<file path="config.mk">
export PLATFORM = sky130hd
export DESIGN_NAME = consmax_pack
export DESIGN_NICKNAME = d
export VERILOG_FILES = /design/src/rtl/consmax_pack_pkg.sv /design/src/rtl/consmax_pack_fifo.sv /design/src/rtl/consmax_pack.sv
export SDC_FILE = /design/constraint.sdc
export NUM_CORES = 1
export LEC_CHECK = 0
export ABC_CLOCK_PERIOD_IN_PS = 18150
export CAP_MARGIN = 20
export CORE_MARGIN = 1
export CORE_UTILIZATION = 40
export DETAILED_ROUTE_END_ITERATION = 6
export HOLD_SLACK_MARGIN = 0.02
export PLACE_DENSITY = 0.66
export SYNTH_ARGS = -nofsm -noshare
export SYNTH_HDL_FRONTEND = slang
export SYNTH_SLANG_ARGS = --single-unit
</file>
<file path="constraint.sdc">
create_clock -name clk -period 18.15 [get_ports clk]
set_input_delay 4.5375 -clock clk [delete_from_list [all_inputs] [get_ports clk]]
set_output_delay 4.5375 -clock clk [all_outputs]
set_load 0.005 [all_outputs]
</file>
<file path="src/rtl/consmax_pack_pkg.sv">
// consmax_pkg: shared widths, FIFO sizing and the packed FIFO entry for consmax_pack.
// Optional macro CONSMAX_PACK_SUM_EN adds the per-row signed sum field to the entry.
package consmax_pkg;
  localparam int IDATA_BIT = 8;
  localparam int PACK_NUM = 8;
  localparam int ODATA_BIT = IDATA_BIT * PACK_NUM;
  localparam int ROW_BIT = 10;
  localparam int SUM_BIT = IDATA_BIT + ROW_BIT;
  localparam int FIFO_DEPTH = 4;
  localparam int PTR_BIT = $clog2(FIFO_DEPTH);
  localparam int CNT_BIT = $clog2(FIFO_DEPTH + 1);
  typedef struct packed {
    logic [ODATA_BIT-1:0] data;
    logic [PACK_NUM-1:0] mask;
    logic last;
`ifdef CONSMAX_PACK_SUM_EN
    logic signed [SUM_BIT-1:0] sum;
`endif
  } entry_t;
endpackage

</file>
<file path="src/rtl/consmax_pack_fifo.sv">
// consmax_pack_fifo: synchronous first-word-fall-through FIFO with registered storage.
// Ports: clk, rst (async, active-high), push_i/push_data_i write side, pop_i read side,
// data_o head entry, full_o / empty_o status. A push while full is taken only if a pop
// happens in the same cycle.
module consmax_pack_fifo #(
  parameter int DW = 8,
  parameter int DEPTH = 4
) (
  input  logic          clk,
  input  logic          rst,
  input  logic          push_i,
  input  logic [DW-1:0] push_data_i,
  input  logic          pop_i,
  output logic [DW-1:0] data_o,
  output logic          full_o,
  output logic          empty_o
);
  localparam int PW = $clog2(DEPTH);
  localparam int CW = $clog2(DEPTH + 1);
  logic [DW-1:0] mem_q [DEPTH];
  logic [PW-1:0] wr_q, rd_q;
  logic [CW-1:0] count_q;
  logic pop_ok, accept;
  assign full_o = count_q == CW'(DEPTH);
  assign empty_o = count_q == '0;
  assign pop_ok = pop_i && !empty_o;
  assign accept = push_i && (!full_o || pop_ok);
  assign data_o = mem_q[rd_q];
  always_ff @(posedge clk or posedge rst) begin
    if (rst) begin
      for (int i = 0; i < DEPTH; i++) mem_q[i] <= '0;
      wr_q <= '0;
      rd_q <= '0;
      count_q <= '0;
    end else begin
      if (accept) mem_q[wr_q] <= push_data_i;
      wr_q <= accept ? wr_q + PW'(1) : wr_q;
      rd_q <= pop_ok ? rd_q + PW'(1) : rd_q;
      count_q <= count_q + CW'(accept) - CW'(pop_ok);
    end
  end
endmodule

</file>
<file path="src/rtl/consmax_pack.sv">
// consmax_pack: packs per-element ConSmax outputs into PACK_NUM-lane words, pads/flags row ends,
// buffers words in a FWFT FIFO with valid/ready and flags dropped words with a sticky overflow.
// Ports: clk, rst (async, active-high); cfg_row_len (0 means 1); clr_overflow; idata/idata_valid in;
// odata/odata_mask/odata_last/odata_valid out with odata_ready; overflow.
// Macro CONSMAX_PACK_SUM_EN adds odata_sum, the signed row sum reported on the last word of a row.
module consmax_pack #(
  parameter int IDATA_BIT = consmax_pkg::IDATA_BIT,
  parameter int PACK_NUM = consmax_pkg::PACK_NUM,
  parameter int ODATA_BIT = IDATA_BIT * PACK_NUM,
  parameter int FIFO_DEPTH = consmax_pkg::FIFO_DEPTH,
  parameter int ROW_BIT = consmax_pkg::ROW_BIT
) (
  input  logic                 clk,
  input  logic                 rst,
  input  logic [ROW_BIT-1:0]   cfg_row_len,
  input  logic                 clr_overflow,
  input  logic [IDATA_BIT-1:0] idata,
  input  logic                 idata_valid,
  output logic [ODATA_BIT-1:0] odata,
  output logic [PACK_NUM-1:0]  odata_mask,
  output logic                 odata_last,
  output logic                 odata_valid,
  input  logic                 odata_ready,
  output logic                 overflow
`ifdef CONSMAX_PACK_SUM_EN
  ,
  output logic signed [IDATA_BIT+ROW_BIT-1:0] odata_sum
`endif
);
  import consmax_pkg::*;
  localparam int LANE_BIT = $clog2(PACK_NUM);
  localparam int SBIT = IDATA_BIT + ROW_BIT;
  logic [LANE_BIT-1:0] lane_q, lane_d;
  logic [ROW_BIT-1:0] elem_q, elem_d, len_q, len_d, cur_len;
  logic [ODATA_BIT-1:0] asm_q, asm_d, asm_w;
  logic [PACK_NUM-1:0] mask_q, mask_d, mask_w;
  logic ovf_q, ovf_d;
  logic first, row_end, word_done, pop, full, empty, drop;
  entry_t push_e, head_e;
`ifdef CONSMAX_PACK_SUM_EN
  logic signed [SBIT-1:0] acc_q, acc_d, acc_w;
  assign acc_w = acc_q + SBIT'($signed(idata));
  assign acc_d = !idata_valid ? acc_q : row_end ? '0 : acc_w;
  assign odata_sum = head_e.sum;
`endif
  always_comb begin
    asm_w = asm_q;
    asm_w[lane_q*IDATA_BIT +: IDATA_BIT] = idata;
  end
  assign mask_w = mask_q | (PACK_NUM'(1) << lane_q);
  // The first element of a row sees cfg_row_len directly; later ones use the latched length.
  assign first = elem_q == '0;
  assign cur_len = first ? cfg_row_len : len_q;
  assign row_end = elem_q == (cur_len == '0 ? '0 : cur_len - ROW_BIT'(1));
  assign word_done = idata_valid && (lane_q == LANE_BIT'(PACK_NUM - 1) || row_end);
  assign lane_d = !idata_valid ? lane_q : word_done ? '0 : lane_q + LANE_BIT'(1);
  assign elem_d = !idata_valid ? elem_q : row_end ? '0 : elem_q + ROW_BIT'(1);
  assign len_d = idata_valid && first ? cfg_row_len : len_q;
  assign asm_d = !idata_valid ? asm_q : word_done ? '0 : asm_w;
  assign mask_d = !idata_valid ? mask_q : word_done ? '0 : mask_w;
  assign pop = !empty && odata_ready;
  // A completed word is lost only when the FIFO is full and nothing leaves this cycle.
  assign drop = word_done && full && !pop;
  assign ovf_d = drop | (ovf_q & ~clr_overflow);
  always_comb begin
    push_e = '0;
    push_e.data = asm_w;
    push_e.mask = mask_w;
    push_e.last = row_end;
`ifdef CONSMAX_PACK_SUM_EN
    push_e.sum = row_end ? acc_w : '0;
`endif
  end
  always_ff @(posedge clk or posedge rst) begin
    if (rst) begin
      lane_q <= '0;
      elem_q <= '0;
      len_q <= '0;
      asm_q <= '0;
      mask_q <= '0;
      ovf_q <= 1'b0;
`ifdef CONSMAX_PACK_SUM_EN
      acc_q <= '0;
`endif
    end else begin
      lane_q <= lane_d;
      elem_q <= elem_d;
      len_q <= len_d;
      asm_q <= asm_d;
      mask_q <= mask_d;
      ovf_q <= ovf_d;
`ifdef CONSMAX_PACK_SUM_EN
      acc_q <= acc_d;
`endif
    end
  end
  consmax_pack_fifo #(.DW($bits(entry_t)), .DEPTH(FIFO_DEPTH)) u_fifo (
    .clk(clk),
    .rst(rst),
    .push_i(word_done),
    .push_data_i(push_e),
    .pop_i(pop),
    .data_o(head_e),
    .full_o(full),
    .empty_o(empty)
  );
  assign odata = head_e.data;
  assign odata_mask = head_e.mask;
  assign odata_last = head_e.last;
  assign odata_valid = !empty;
  assign overflow = ovf_q;
endmodule

</file>
==> run summary <==
largest net degree at the start of global routing: 174
CP endpoint kind: flop
crit-path max FO: 173
area grow syn2layout: 15.06%
grt ovf: 0
RSZ-0062 raised after global routing: no
Top FF cell, synth: dfrtp_1
Initial Util: 40.92%
cell area after synthesis: 18,730 um^2
distinct cell type count after synthesis: 60
number of diodes: 0
vias in the first global route: 13,240
LEAKAGE: 9.584 nW
Clock Skew: 0.01991 ns
Clock Tree Root: clkbuf_16
Syn Nets: 1,632
Max rail drop VDD: 0.08491 mV
Crit path arrival time: 10.42 ns
Peak Freq: 99.94 MHz
first-pass GRT wire length: 76,000 um
Slew HR: 32.64%
WS Path Type: in -> reg
total power: 0.003718 W
Worst Tran Pin Value: 1.010 ns
Critical Path, Cell by Cell: clkdlybuf4s50_1, mux2i_1, ha_1, or4b_2, nor3_1, mux2i_1, o21ai_0, a311o_1, o221ai_1, o41ai_4, buf_12, and2_2, buf_4, mux2_2
Hold Fails Final Rpt: 0
Clock Path Buffers: 3
sequential share of the synthesized area: 52.77%
flops & latches, synth: 395
Yosys top cell by area: dfrtp_1
met2 WL post-DR: 22,900 um
NumNets Final: 1,667
max-cap violations: 0
core area: 45,770 um^2
CTS Buf Count: 42
Hold WC Path Type: reg -> reg
GPL Wtd Cong: 0.8523
Die H: 218.4 um
Final min period: 10.01 ns
row count: 78
Synth Instances: 1,590
# setup viols final: 0
die width: 218.4 um
Tot GR Track Use: 20.18%
post-route ant nets: 0
CP max stage cell: buf_4
CP Data Required Time: 18.57 ns
top cells by area, synth: dfrtp_1 53%, a21oi_1 9.8%, mux4_2 8.8%, mux2_2 5.1%, mux2_1 3.9%
Post-CTS Setup Repair Bufs: 0
Post-synth EDFFs: 0
cell family with most CP delay: buffers and inverters
H-tree levels: 2
TNS Setup: 0 ns
clock latency on the worst-skew pair: 0.55 ns
# DRC: 0
routed wire length: 47,290 um
antenna violations before repair: 0
Pwr Density: 172.5 nW/um^2
DR top layer: met4
CP bufs+invs: 3
Yosys top cell area share: 52.77%
DR vias: 13,040
Ys Warns: 0
DR pass1 iterations: 5
Post-CTS Resized: 0
post-DP HPWL: 27,080 um
most used standard cell by instance count after synthesis: dfrtp_1
CP dominant cell by count: mux2i_1
Tcrit/Tclk final: 55.13%
Buffers on Ports: 97
syn avg cell area: 11.78 um^2
CTS tree: done
startpoint types: input pin
clock-pin slew on the worst setup and hold paths: 0.06 ns
top post-synthesis cells by count: 395 x dfrtp_1, 367 x a21oi_1, 84 x mux2_2
ys async rst share: 100.0%
drt wl/cell: 20.95 um
die footprint: 47,700 um^2
clk sink count: 395
WL met1: 21,040 um
Via density: 5.779
slowest stage delay, CP: 0.69 ns
outcome: completed
I/O pins: 98
Starting DRT DRC Count: 1,362
Hold-fix buffers, CTS: 0
routed wl met3: 2580 um
Fillers: 4,005
final max-slew violation count: 0
layout cells sized above 1: 16.60%
## flip-flops by register name (all words and copies together) (netlist names)
| signal | count |
|---|---|
| u_fifo.mem_q | 292 |
| asm_q | 64 |
| elem_q | 10 |
| len_q | 10 |
| mask_q | 8 |
| lane_q | 3 |
| u_fifo.count_q | 3 |
| u_fifo.rd_q | 2 |
| u_fifo.wr_q | 2 |
| overflow | 1 |
## worst reg2reg max path: cells and delay by family, from the launching register on
kind	cells	cell delay, ns
adder cells (fa/ha/maj)	2	0.48
AND/OR/NAND/NOR	5	3.02
buffers and inverters	3	1.39
multiplexers	3	1.26
flip-flops	1	0.45
AO/OA/AOI/OAI	4	0.90
## power breakdown
part / internal [W] / switching, W
Combinational: 0.000695 / 0.000720
Clock: 0.000560 / 0.000351
Sequential: 0.00119 / 0.000204
Total: 0.00244 / 0.00128
## cell usage in the layout, fill, tap and decap left out, drive strengths merged, types with 5 or more instances in the layout
| cell type | instances |
|---|---|
| xnor2 | 12 |
| buf | 29 |
| mux4 | 73 |
| clkdlybuf4s50 | 96 |
| dfrtp | 395 |
| a22o | 5 |
| o22ai | 29 |
| and2 | 7 |
| bufinv | 7 |
| clkbuf | 60 |
| or4 | 6 |
| o21ai | 31 |
| o31ai | 6 |
| nand3 | 24 |
| nor3 | 15 |
| nor2b | 6 |
| or3 | 5 |
| clkinv | 7 |
| nand2b | 5 |
| o22a | 8 |
| inv | 46 |
| nand2 | 64 |
| a2bb2oi | 8 |
| mux2i | 44 |
| mux2 | 149 |
| xor2 | 11 |
| ha | 18 |
| a21oi | 367 |
| nand3b | 10 |
| nor2 | 67 |
## cell type report
type | instances | area, um^2 | area share (%)
inverter | 45 | 176.4 | 0.8186
timing repair buffer | 125 | 1259 | 5.841
tap | 600 | 750.7 | 3.484
multi-input combinational | 1016 | 8011 | 37.17
clock inverter | 16 | 261.5 | 1.213
clock buffer | 60 | 1200 | 5.568
sequential | 395 | 9892 | 45.90
## per-layer routing
layer,up-vias,GRT usage [%]
li1,5845,-
met1,6766,28.40
met2,367,32.73
met3,65,3.118
met4,0,4.732
met5,-,0
## cell families after synthesis
logic type	count (synthesis)	share of synthesized area, %
AND/OR/NAND/NOR	229	6.032
flip-flops	395	52.77
AO/OA/AOI/OAI	479	14.01
XOR/XNOR	23	1.075
multiplexers	266	20.09
buffers and inverters	179	4.709
adder cells (fa/ha/maj)	19	1.309
## worst paths after layout
path	start	slack, ns	cells after the start	endpoint
worst max-delay path	cfg_row_len[0]	8.14	14	u_fifo.mem_q[283]
worst min-delay path	u_fifo.mem_q[192]	0.48	1	u_fifo.mem_q[192]
worst max register to register	elem_q[0]	10.52	17	u_fifo.mem_q[283]
worst min register to register	u_fifo.mem_q[192]	0.48	1	u_fifo.mem_q[192]
max in group asynchronous	rst	11.62	5	u_fifo.mem_q[188]
min in group asynchronous	rst	4.46	2	len_q[0]
## through the flow
| step | setup slack (ns) | cell area [um^2] | instances | hold slack (ns) | utilization [%] |
|---|---|---|---|---|---|
| 2_1_floorplan | 2.630 | 18730 | 1590 | 0.4524 | - |
| 3_3_place_gp | 7.836 | 19980 | 2176 | 0.4610 | 43.66 |
| 3_5_place_dp | 7.751 | 20000 | 2177 | 0.4691 | 43.69 |
| 4_1_cts | 8.272 | 21460 | 2253 | 0.4827 | 46.88 |
| 5_1_grt | 7.886 | 21550 | 2257 | 0.4961 | 47.08 |
| 6_report | 8.144 | 21550 | 2257 | 0.4775 | 47.08 |
Power figures use the tool's default switching activity.
